$ cat config.mk
export PLATFORM = sky130hd
export DESIGN_NAME = led_fill_seq_flat
export DESIGN_NICKNAME = d
export VERILOG_FILES = /design/src/rtl/led_seq_pkg.sv /design/src/rtl/led_fill_seq_if.sv /design/src/rtl/led_fill_seq_step_sync.sv /design/src/rtl/led_fill_seq.sv /design/src/flat_wrapper.sv
export SDC_FILE = /design/constraint.sdc
export NUM_CORES = 1
export LEC_CHECK = 0
export CAP_MARGIN = 10
export CELL_PAD_IN_SITES_DETAIL_PLACEMENT = 0
export CELL_PAD_IN_SITES_GLOBAL_PLACEMENT = 1
export CORE_UTILIZATION = 38
export CTS_CLUSTER_SIZE = 40
export DETAILED_ROUTE_END_ITERATION = 16
export GPL_TIMING_DRIVEN = 0
export HOLD_SLACK_MARGIN = 0.1
export MAX_ROUTING_LAYER = met4
export PLACE_DENSITY_LB_ADDON = 0.25
export SLEW_MARGIN = 40
export SYNTH_ARGS = -nofsm -noshare
export SYNTH_HDL_FRONTEND = slang
export SYNTH_SLANG_ARGS = --single-unit
export TNS_END_PERCENT = 1
$ cat constraint.sdc
create_clock -name clk_in -period 3.5 [get_ports clk_in]
set_clock_uncertainty 0.05 [all_clocks]
set_input_delay 0.7 -clock clk_in [delete_from_list [all_inputs] [get_ports clk_in]]
set_output_delay 0.7 -clock clk_in [all_outputs]
set_load 0.01 [all_outputs]
$ cat src/rtl/led_seq_pkg.sv
// led_seq_pkg: phase encoding and default pattern width for the LED fill sequencer.
// Built with or without LED_HOLD_EN; without it the HOLD encoding does not exist.
package led_seq_pkg;
    localparam int LED_WIDTH = 8;
    typedef enum logic [1:0] {
        PH_IDLE  = 2'd0,
        PH_FILL  = 2'd1,
`ifdef LED_HOLD_EN
        PH_HOLD  = 2'd2,
`endif
        PH_EMPTY = 2'd3
    } phase_t;
endpackage

$ cat src/rtl/led_fill_seq_if.sv
// led_fill_seq_if: step/run controls and the pattern handshake to the display driver.
interface led_fill_seq_if import led_seq_pkg::*; #(parameter int WIDTH = LED_WIDTH);
    logic             step_clk;
    logic             run;
    logic [WIDTH-1:0] led;
    logic             led_valid;
    logic             led_ready;
    logic [1:0]       phase;
    logic             overrun;
    modport master (input step_clk, run, led_ready, output led, led_valid, phase, overrun);
    modport slave  (output step_clk, run, led_ready, input led, led_valid, phase, overrun);
endinterface

$ cat src/rtl/led_fill_seq_step_sync.sv
// step_sync: two-flop synchronizer and rising-edge detector for step_clk,
// with detection held off for three cycles after reset release.
module step_sync (
    input  logic clk_in,
    input  logic rst_n,
    input  logic step_clk,
    output logic step
);
    logic [2:0] sh;
    logic [1:0] cnt;
    always_ff @(posedge clk_in) begin
        if (!rst_n) begin
            sh  <= '0;
            cnt <= '0;
        end else begin
            sh  <= {sh[1:0], step_clk};
            cnt <= cnt + {1'b0, cnt != 2'd3};
        end
    end
    // a step_clk already high at release would otherwise look like a rise
    assign step = sh[1] && !sh[2] && cnt == 2'd3;
endmodule

$ cat src/rtl/led_fill_seq.sv
// led_fill_seq: LED fill/empty pattern sequencer with valid/ready handoff.
// Optional HOLD phase at full pattern when LED_HOLD_EN is defined.
module led_fill_seq import led_seq_pkg::*; #(
    parameter int WIDTH      = LED_WIDTH,
    parameter int HOLD_STEPS = 4
) (
    input  logic           clk_in,
    input  logic           rst_n,
    led_fill_seq_if.master bus
);
    phase_t           state, state_nxt;
    logic [WIDTH-1:0] led, led_nxt, fill_pat, empty_pat;
    logic             led_valid, overrun, step, stalled, accept;
`ifdef LED_HOLD_EN
    localparam int HW = $clog2(HOLD_STEPS + 1);
    logic [HW-1:0] hold_cnt, hold_nxt;
`endif

    step_sync u_sync (.clk_in(clk_in), .rst_n(rst_n), .step_clk(bus.step_clk), .step(step));

    assign fill_pat  = {led[WIDTH-2:0], 1'b1};
    assign empty_pat = {led[WIDTH-2:0], 1'b0};
    assign stalled   = led_valid && !bus.led_ready;
    assign accept    = step && !stalled;

    always_ff @(posedge clk_in) begin
        if (!rst_n) begin
            state     <= PH_IDLE;
            led       <= '0;
            led_valid <= 1'b0;
            overrun   <= 1'b0;
`ifdef LED_HOLD_EN
            hold_cnt  <= '0;
`endif
        end else begin
            state     <= state_nxt;
            led       <= led_nxt;
            led_valid <= (led_nxt != led) || stalled;
            overrun   <= overrun || (step && stalled);
`ifdef LED_HOLD_EN
            hold_cnt  <= hold_nxt;
`endif
        end
    end

    always_comb begin
        state_nxt = state;
        led_nxt   = led;
`ifdef LED_HOLD_EN
        hold_nxt  = hold_cnt;
`endif
        if (!bus.run) begin
            state_nxt = PH_IDLE;
            led_nxt   = '0;
        end else if (accept) begin
            case (state)
                PH_IDLE: begin
                    state_nxt = PH_FILL;
                    led_nxt   = fill_pat;
                end
                PH_FILL: begin
                    led_nxt = fill_pat;
                    if (&fill_pat) begin
`ifdef LED_HOLD_EN
                        state_nxt = PH_HOLD;
                        hold_nxt  = '0;
`else
                        state_nxt = PH_EMPTY;
`endif
                    end
                end
`ifdef LED_HOLD_EN
                // the last hold step already performs the first EMPTY shift
                PH_HOLD: begin
                    if (hold_cnt == HW'(HOLD_STEPS - 1)) begin
                        state_nxt = PH_EMPTY;
                        led_nxt   = empty_pat;
                    end else begin
                        hold_nxt = hold_cnt + 1'b1;
                    end
                end
`endif
                PH_EMPTY: begin
                    led_nxt = empty_pat;
                    if (empty_pat == '0) state_nxt = PH_FILL;
                end
                default: state_nxt = PH_IDLE;
            endcase
        end
    end

    always_comb begin
        bus.led       = led;
        bus.led_valid = led_valid;
        bus.phase     = state;
        bus.overrun   = overrun;
    end
endmodule

$ cat src/flat_wrapper.sv
// flat-port wrapper written by rule: the top's interface ports become plain ports
module led_fill_seq_flat import led_seq_pkg::*;
#(
    parameter int WIDTH      = LED_WIDTH,
    parameter int HOLD_STEPS = 4
)
  (clk_in, rst_n, bus_step_clk, bus_run, bus_led_ready, bus_led, bus_led_valid, bus_phase, bus_overrun);
  led_fill_seq_if #(.WIDTH(WIDTH)) bus_i ();
  input  logic clk_in;
  input  logic rst_n;
  input wire logic [$bits(bus_i.step_clk)-1:0] bus_step_clk;
  input wire logic [$bits(bus_i.run)-1:0] bus_run;
  input wire logic [$bits(bus_i.led_ready)-1:0] bus_led_ready;
  output wire logic [$bits(bus_i.led)-1:0] bus_led;
  output wire logic [$bits(bus_i.led_valid)-1:0] bus_led_valid;
  output wire logic [$bits(bus_i.phase)-1:0] bus_phase;
  output wire logic [$bits(bus_i.overrun)-1:0] bus_overrun;
  assign bus_i.step_clk = bus_step_clk;
  assign bus_i.run = bus_run;
  assign bus_i.led_ready = bus_led_ready;
  assign bus_led = bus_i.led;
  assign bus_led_valid = bus_i.led_valid;
  assign bus_phase = bus_i.phase;
  assign bus_overrun = bus_i.overrun;
  led_fill_seq #(.WIDTH(WIDTH), .HOLD_STEPS(HOLD_STEPS)) u_core (.clk_in(clk_in), .rst_n(rst_n), .bus(bus_i));
endmodule
==> results.cfg, run 1 <==
[global_routing]
antenna_found_initial = 0
grt_max_degree = 11
grt_pass1_wl_mm = 2.415
track_usage = 0.1587
grt_overflow = 0
grt_pass1_vias = 587

[power]
ir_worst_vdd_v = 0.0002345
p_sw_frac = 0.2210
internal_power_uw = 247.1
powerDensity_mw_per_mm2 = 319.7
power_uw = 317.2
switching_power_uw = 70.09
p_clk_frac = 0.325
p_leak_uw = 0.0003519
combPwrFrac = 0.048
pwr-share-seq = 0.627

[setup_path]
arrival_ns = 1.36
required_ns = 2.75
worstPathCellList = clkdlybuf4s50_1
crit_path_end = bus_phase[1]
rr_startpoint = u_core.bus.led[6]
max_stage_delay_ns = 0.59
cp_num_cells = 1
crit_buf_inv = 1
endpoint_kind = primary output
r2r_slack_ns = 2.10
critPathLaunchType = flip-flop
crit_family = buffers and inverters
crit_path_start = u_core.bus.phase[1]
reg2reg_to = u_core.bus.led_valid
r2r_cells = 6
path_class = flip-flop to primary output
cpMaxStageDelayCell = clkdlybuf4s50_1
critPathMaxFanout = 8

[synth]
syn_area_um2 = 780.7
avgSynthCellArea_um2 = 8.772
synthTopCellsByArea = dfxtp_1 (44%), mux2i_1 (9.0%), nor2_1 (7.2%)
synth-edff-count = 0
synthFlopType = dfxtp_1
ys_warn_count = 0
synth_top_area_share = 0.4359
ys_seq_area_frac = 0.4359
ys_seq_elements = 17
async_reset_ff_frac = 0
synth_cell_types = 30
yosysTopAreaCell = dfxtp_1
synthCells = 89
synth_nets = 94

[timing]
setup_viol = 0
finalCritPeriodShare = 0.6016
max_slew_margin = 0.7530
fin_hold_ws_ns = 0.4125
fmax_ghz = 0.4750
rsz0062_at_grt = false
worst_pin_slew_ns = 0.3706
fin_tns_setup_ns = 0
min_period_ns = 2.105
hold_viol_final = 0
slew_viol_final = 0

[cells_and_area]
num_antenna_cells = 0
fillerInstances = 202
nets = 114
layout_common_cells = dfxtp_1 (17), nor2_1 (15), clkdlybuf4s50_1 (15)
final_common_cell = dfxtp_1
areaGrowthSynthToFinish_pct = 27.08
fin_cells = 135
drive_above_1_share = 0.1111

[floorplanning]
die_h_um = 47.33
fp.coreArea_mm2 = 0.001942
dieArea_mm2 = 0.002240
io_pins = 17
floorplan.initialDensity = 0.4021
rows = 16
die_w_um = 47.33

[placement]
dp.cells = 131
gp_congestion = 0.7637
hpwl_mm = 1.110
port_buffers = 15

[routing]
drc = 0
vias = 674
wirelength_mm = 1.501
firstDrtPassIters = 4
vias_per_cell = 4.993
wire_per_inst_um = 11.12
drt_first_iter_violations = 19
final_antenna_net_count = 0

[clock_network]
clkTransAtPathRegs_ns = 0.09
clk_latency_ns = 0.29
post_cts.repair.setup_buffers = 0
cts_tree = yes
cts.sink_count = 17
cts_buffer_depth = 2
cts_resized = 0
numCtsBuffers = 3
htree_levels = 1
root_buffer = clkbuf_4
hold_buffers = 0

[flow_run]
drv_cap = 0

[status]
status = completed

[worst_hold_path]
hold_class = flip-flop to flip-flop
==> routing by layer <==
| layer | up-vias | part of all wire | track usage |
|---|---|---|---|
| li1 | 344 | - | - |
| met1 | 306 | 0.50 | 0.2092 |
| met2 | 20 | 0.45 | 0.2384 |
| met3 | 4 | 0.038 | 0.02308 |
| met4 | 0 | 0.017 | 0.06857 |
| met5 | - | 0 | - |
==> power by group through the flow <==
| stage | logic [uW] | clock network [uW] | registers (uW) |
|---|---|---|---|
| final | 15.2 | 103 | 199 |
| after detailed placement | 15.4 | 0 | 203 |
| after floorplan | 9.24 | 0 | 203 |
| after global placement | 15.2 | 0 | 203 |
| after global routing | 16.8 | 114 | 199 |
| after CTS | 15.5 | 107 | 199 |
==> flip-flops by register name (all words and copies together), names as in the netlist <==
| signal | cells |
|---|---|
| u_core.bus.phase | 2 |
| u_core.u_sync.cnt | 2 |
| u_core.bus.overrun | 1 |
| u_core.bus.led_valid | 1 |
| u_core.u_sync.sh | 3 |
| u_core.bus.led | 8 |
==> kinds of logic (layout without fill, tap and decap cells) <==
group	after synthesis	after routing	synth area share
AOI/OAI and AO/OA	16	16	0.1410
buffers and inverters	8	27	0.04167
muxes	7	7	0.08975
and+or+nand+nor	41	41	0.2917
DFF	17	17	0.4359
==> layout make-up <==
type	instances	area (um^2)	area share
clock inverter	1	5.005	0.005044
tap	27	33.78	0.03405
sequential	17	340.3	0.3430
buffer	3	13.76	0.01387
inverter	5	18.77	0.01892
multi-input combinational	64	407.9	0.4111
clock buffer	3	22.52	0.02270
timing repair buffer	15	150.1	0.1513
==> worst min path at each step <==
| stage | startpoint | to | slack, ns | cells past startpoint |
|---|---|---|---|---|
| 3_3_place_gp | u_core.u_sync.sh[0] | u_core.u_sync.sh[1] | 0.37 | 1 |
| 6_report | u_core.u_sync.sh[0] | u_core.u_sync.sh[1] | 0.41 | 1 |
| 3_5_place_dp | u_core.u_sync.sh[0] | u_core.u_sync.sh[1] | 0.40 | 1 |
| 5_1_grt | u_core.u_sync.sh[0] | u_core.u_sync.sh[1] | 0.44 | 1 |
| 2_1_floorplan | u_core.u_sync.sh[0] | u_core.u_sync.sh[1] | 0.36 | 1 |
| 4_1_cts | u_core.u_sync.sh[0] | u_core.u_sync.sh[1] | 0.43 | 1 |
==> synthesized netlist by cell type, drive strengths merged, types with 2 or more instances <==
cell    instances
and2b           2
nor3            2
nand4           2
o21ai           3
a21oi           3
and2            4
nand3           3
mux2i           7
nand2b          4
o21a            3
buf             2
nand2           6
dfxtp          17
inv             5
nor2           16
==> stage by stage <==
stage	setup WS (ns)	cell area [um^2]	util
floorplan	1.902	780.7	-
global placement	1.397	964.7	0.4968
detailed placement	1.387	964.7	0.4968
CTS	1.378	992.2	0.5110
global route	1.334	992.2	0.5110
finish	1.395	992.2	0.5110
Power figures use the tool's default switching activity.
==> inputs of run 2 (changes only) <==
--- a/config.mk
+++ b/config.mk
@@ -8,7 +8,7 @@
 export CAP_MARGIN = 10
 export CELL_PAD_IN_SITES_DETAIL_PLACEMENT = 0
 export CELL_PAD_IN_SITES_GLOBAL_PLACEMENT = 1
-export CORE_UTILIZATION = 38
+export CORE_UTILIZATION = 32
 export CTS_CLUSTER_SIZE = 40
 export DETAILED_ROUTE_END_ITERATION = 16
 export GPL_TIMING_DRIVEN = 0
==> constraint.sdc (replaced) <==
create_clock -name clk_in -period 1.9 [get_ports clk_in]
set_clock_uncertainty 0.05 [all_clocks]
set_input_delay 0.38 -clock clk_in [delete_from_list [all_inputs] [get_ports clk_in]]
set_output_delay 0.38 -clock clk_in [all_outputs]
set_load 0.01 [all_outputs]
==> run 2 against run 1 <==
Against the previous run:
- worst hold slack got worse by 0.036 ns
- design area increased by 0.13%
- core utilization decreased by 7.0 points
- non-clock buffer count unchanged
- sequential power increased by 84%
- largest power group unchanged
- worst setup slack got worse by 1.3 ns
==> results.cfg, run 2 (same netlist as run 1, synthesis figures left out) <==
[routing]
drc = 0
firstDrtPassIters = 4
drt_first_iter_violations = 14
vias_per_cell = 4.926
wire_per_inst_um = 11.51
vias = 670
final_antenna_net_count = 0
wirelength_mm = 1.566

[global_routing]
grt_overflow = 0
use_met3 = 0.06250
track_usage = 0.1422
grt_pass1_vias = 596
grt_max_degree = 11
grtUsageMet1 = 0.1712
met2_usage = 0.2143
top_usage_layer = met2
antenna_found_initial = 0
grt_pass1_wl_mm = 2.622

[setup_path]
r2r_cells = 5
cp_num_cells = 1
crit_path_start = u_core.bus.led[2]
max_stage_delay_ns = 0.59
crit_path_end = bus_led[2]
worstPathCellList = clkdlybuf4s50_1
crit_family = buffers and inverters
critPathLaunchType = flip-flop
required_ns = 1.47
endpoint_kind = primary output
cpMaxStageDelayCell = clkdlybuf4s50_1
crit_buf_inv = 1
rr_startpoint = u_core.bus.led[3]
arrival_ns = 1.36
r2r_slack_ns = 0.52
reg2reg_to = u_core.bus.led_valid
path_class = flip-flop to primary output
critPathMaxFanout = 8

[clock_network]
cts_buffer_depth = 2
cts.sink_count = 17
root_buffer = clkbuf_4
clkTransAtPathRegs_ns = 0.10
cts_resized = 0
clk_latency_ns = 0.29
hold_buffers = 0
htree_levels = 1
post_cts.repair.setup_buffers = 0
cts_tree = yes
numCtsBuffers = 3

[cells_and_area]
fillerInstances = 238
final_common_cell = dfxtp_1
multi_input_area_um2 = 407.9
nets = 114
regArea_um2 = 340.3
regMostFlops = u_core.bus.led
layout_common_cells = dfxtp_1 (17), nor2_1 (15), clkdlybuf4s50_1 (15)
drive_above_1_share = 0.1111
reg.largest.list = u_core.bus.led (8), u_core.u_sync.sh (3)
num_antenna_cells = 0
largest_register_ffs = 8
design_area_um2 = 993.5
areaGrowthSynthToFinish_pct = 27.24

[placement]
gp_congestion = 0.8391
pre_cts_ws_ns = 0.1210
hpwl_mm = 1.185
port_buffers = 15
placed_cell_area_um2 = 965.9

[timing]
hold_viol_final = 0
rsz0062_at_grt = false
fin_hold_ws_ns = 0.3760
min_period_ns = 1.788
fin_tns_setup_ns = 0
fmax_ghz = 0.5593
worst_pin_slew_ns = 0.3603
fin_ws_ns = 0.1121
setup_viol = 0
max_slew_margin = 0.7598
finalCritPeriodShare = 0.9410
slew_viol_final = 0

[floorplanning]
fp.coreArea_mm2 = 0.002255
die_w_um = 51.40
die_h_um = 51.40
io_pins = 17
floorplan.initialDensity = 0.3463
rows = 17
dieArea_mm2 = 0.002641

[power]
ir_worst_vdd_v = 0.0002981
powerDensity_mw_per_mm2 = 587.4
p_leak_uw = 0.0003519
power_uw = 583.6

[flow_run]
drv_cap = 0

[worst_hold_path]
hold_class = input port to flip-flop

[status]
status = completed
-- run 2: cell counts in the layout (fill, tap and decap cells not counted) --
No cell type changed its count.
-- run 2: layer usage --
layer  up-vias  share of wire
met3         2          0.049
met4         0         0.0089
met2        17           0.43
met1       306           0.51
li1        345              -
met5         -              0
-- run 2: worst reg2reg max path: stages, from the launching register on --
cell and delay (ns):
dfxtp_1 0.45, and2_1 0.20, a32oi_1 0.11, nor3_1 0.20
o221ai_1 0.14, o2bb2ai_1 0.14
-- run 2: area by class of cell --
type / count / share of cell area
plain buffers: 3 / 0.01385
multi-input cells: 64 / 0.4106
flip-flops and latches: 17 / 0.3426
clock buffers: 3 / 0.02267
clock inverters: 1 / 0.005038
well taps: 28 / 0.03526
inverters: 5 / 0.01889
repair buffers: 15 / 0.1511
-- run 2: how the worst min path moves through the flow --
stage / slack [ns] / endpoint / cells after the start / from
2_1_floorplan: 0.36 / u_core.u_sync.sh[1] / 1 / u_core.u_sync.sh[0]
3_3_place_gp: 0.36 / u_core.u_sync.sh[1] / 1 / u_core.u_sync.sh[0]
3_5_place_dp: 0.38 / u_core.u_sync.sh[1] / 1 / u_core.u_sync.sh[0]
4_1_cts: 0.37 / u_core.bus.phase[1] / 3 / bus_run
5_1_grt: 0.38 / u_core.bus.phase[1] / 3 / bus_run
6_report: 0.38 / u_core.bus.phase[1] / 3 / bus_run
-- run 2: metrics by stage --
stage                     cells  utilization
after floorplan              89            -
after global placement      132       0.4284
after detailed placement    132       0.4284
after CTS                   136       0.4406
after global routing        136       0.4406
final                       136       0.4406
-- run 2: report_power, final --
part | internal [uW] | switching, uW | leakage, uW
Sequential | 363 | 3.59 | 0.000138
Combinational | 14.2 | 13.3 | 0.000196
Clock | 78.2 | 112 | 0.0000177
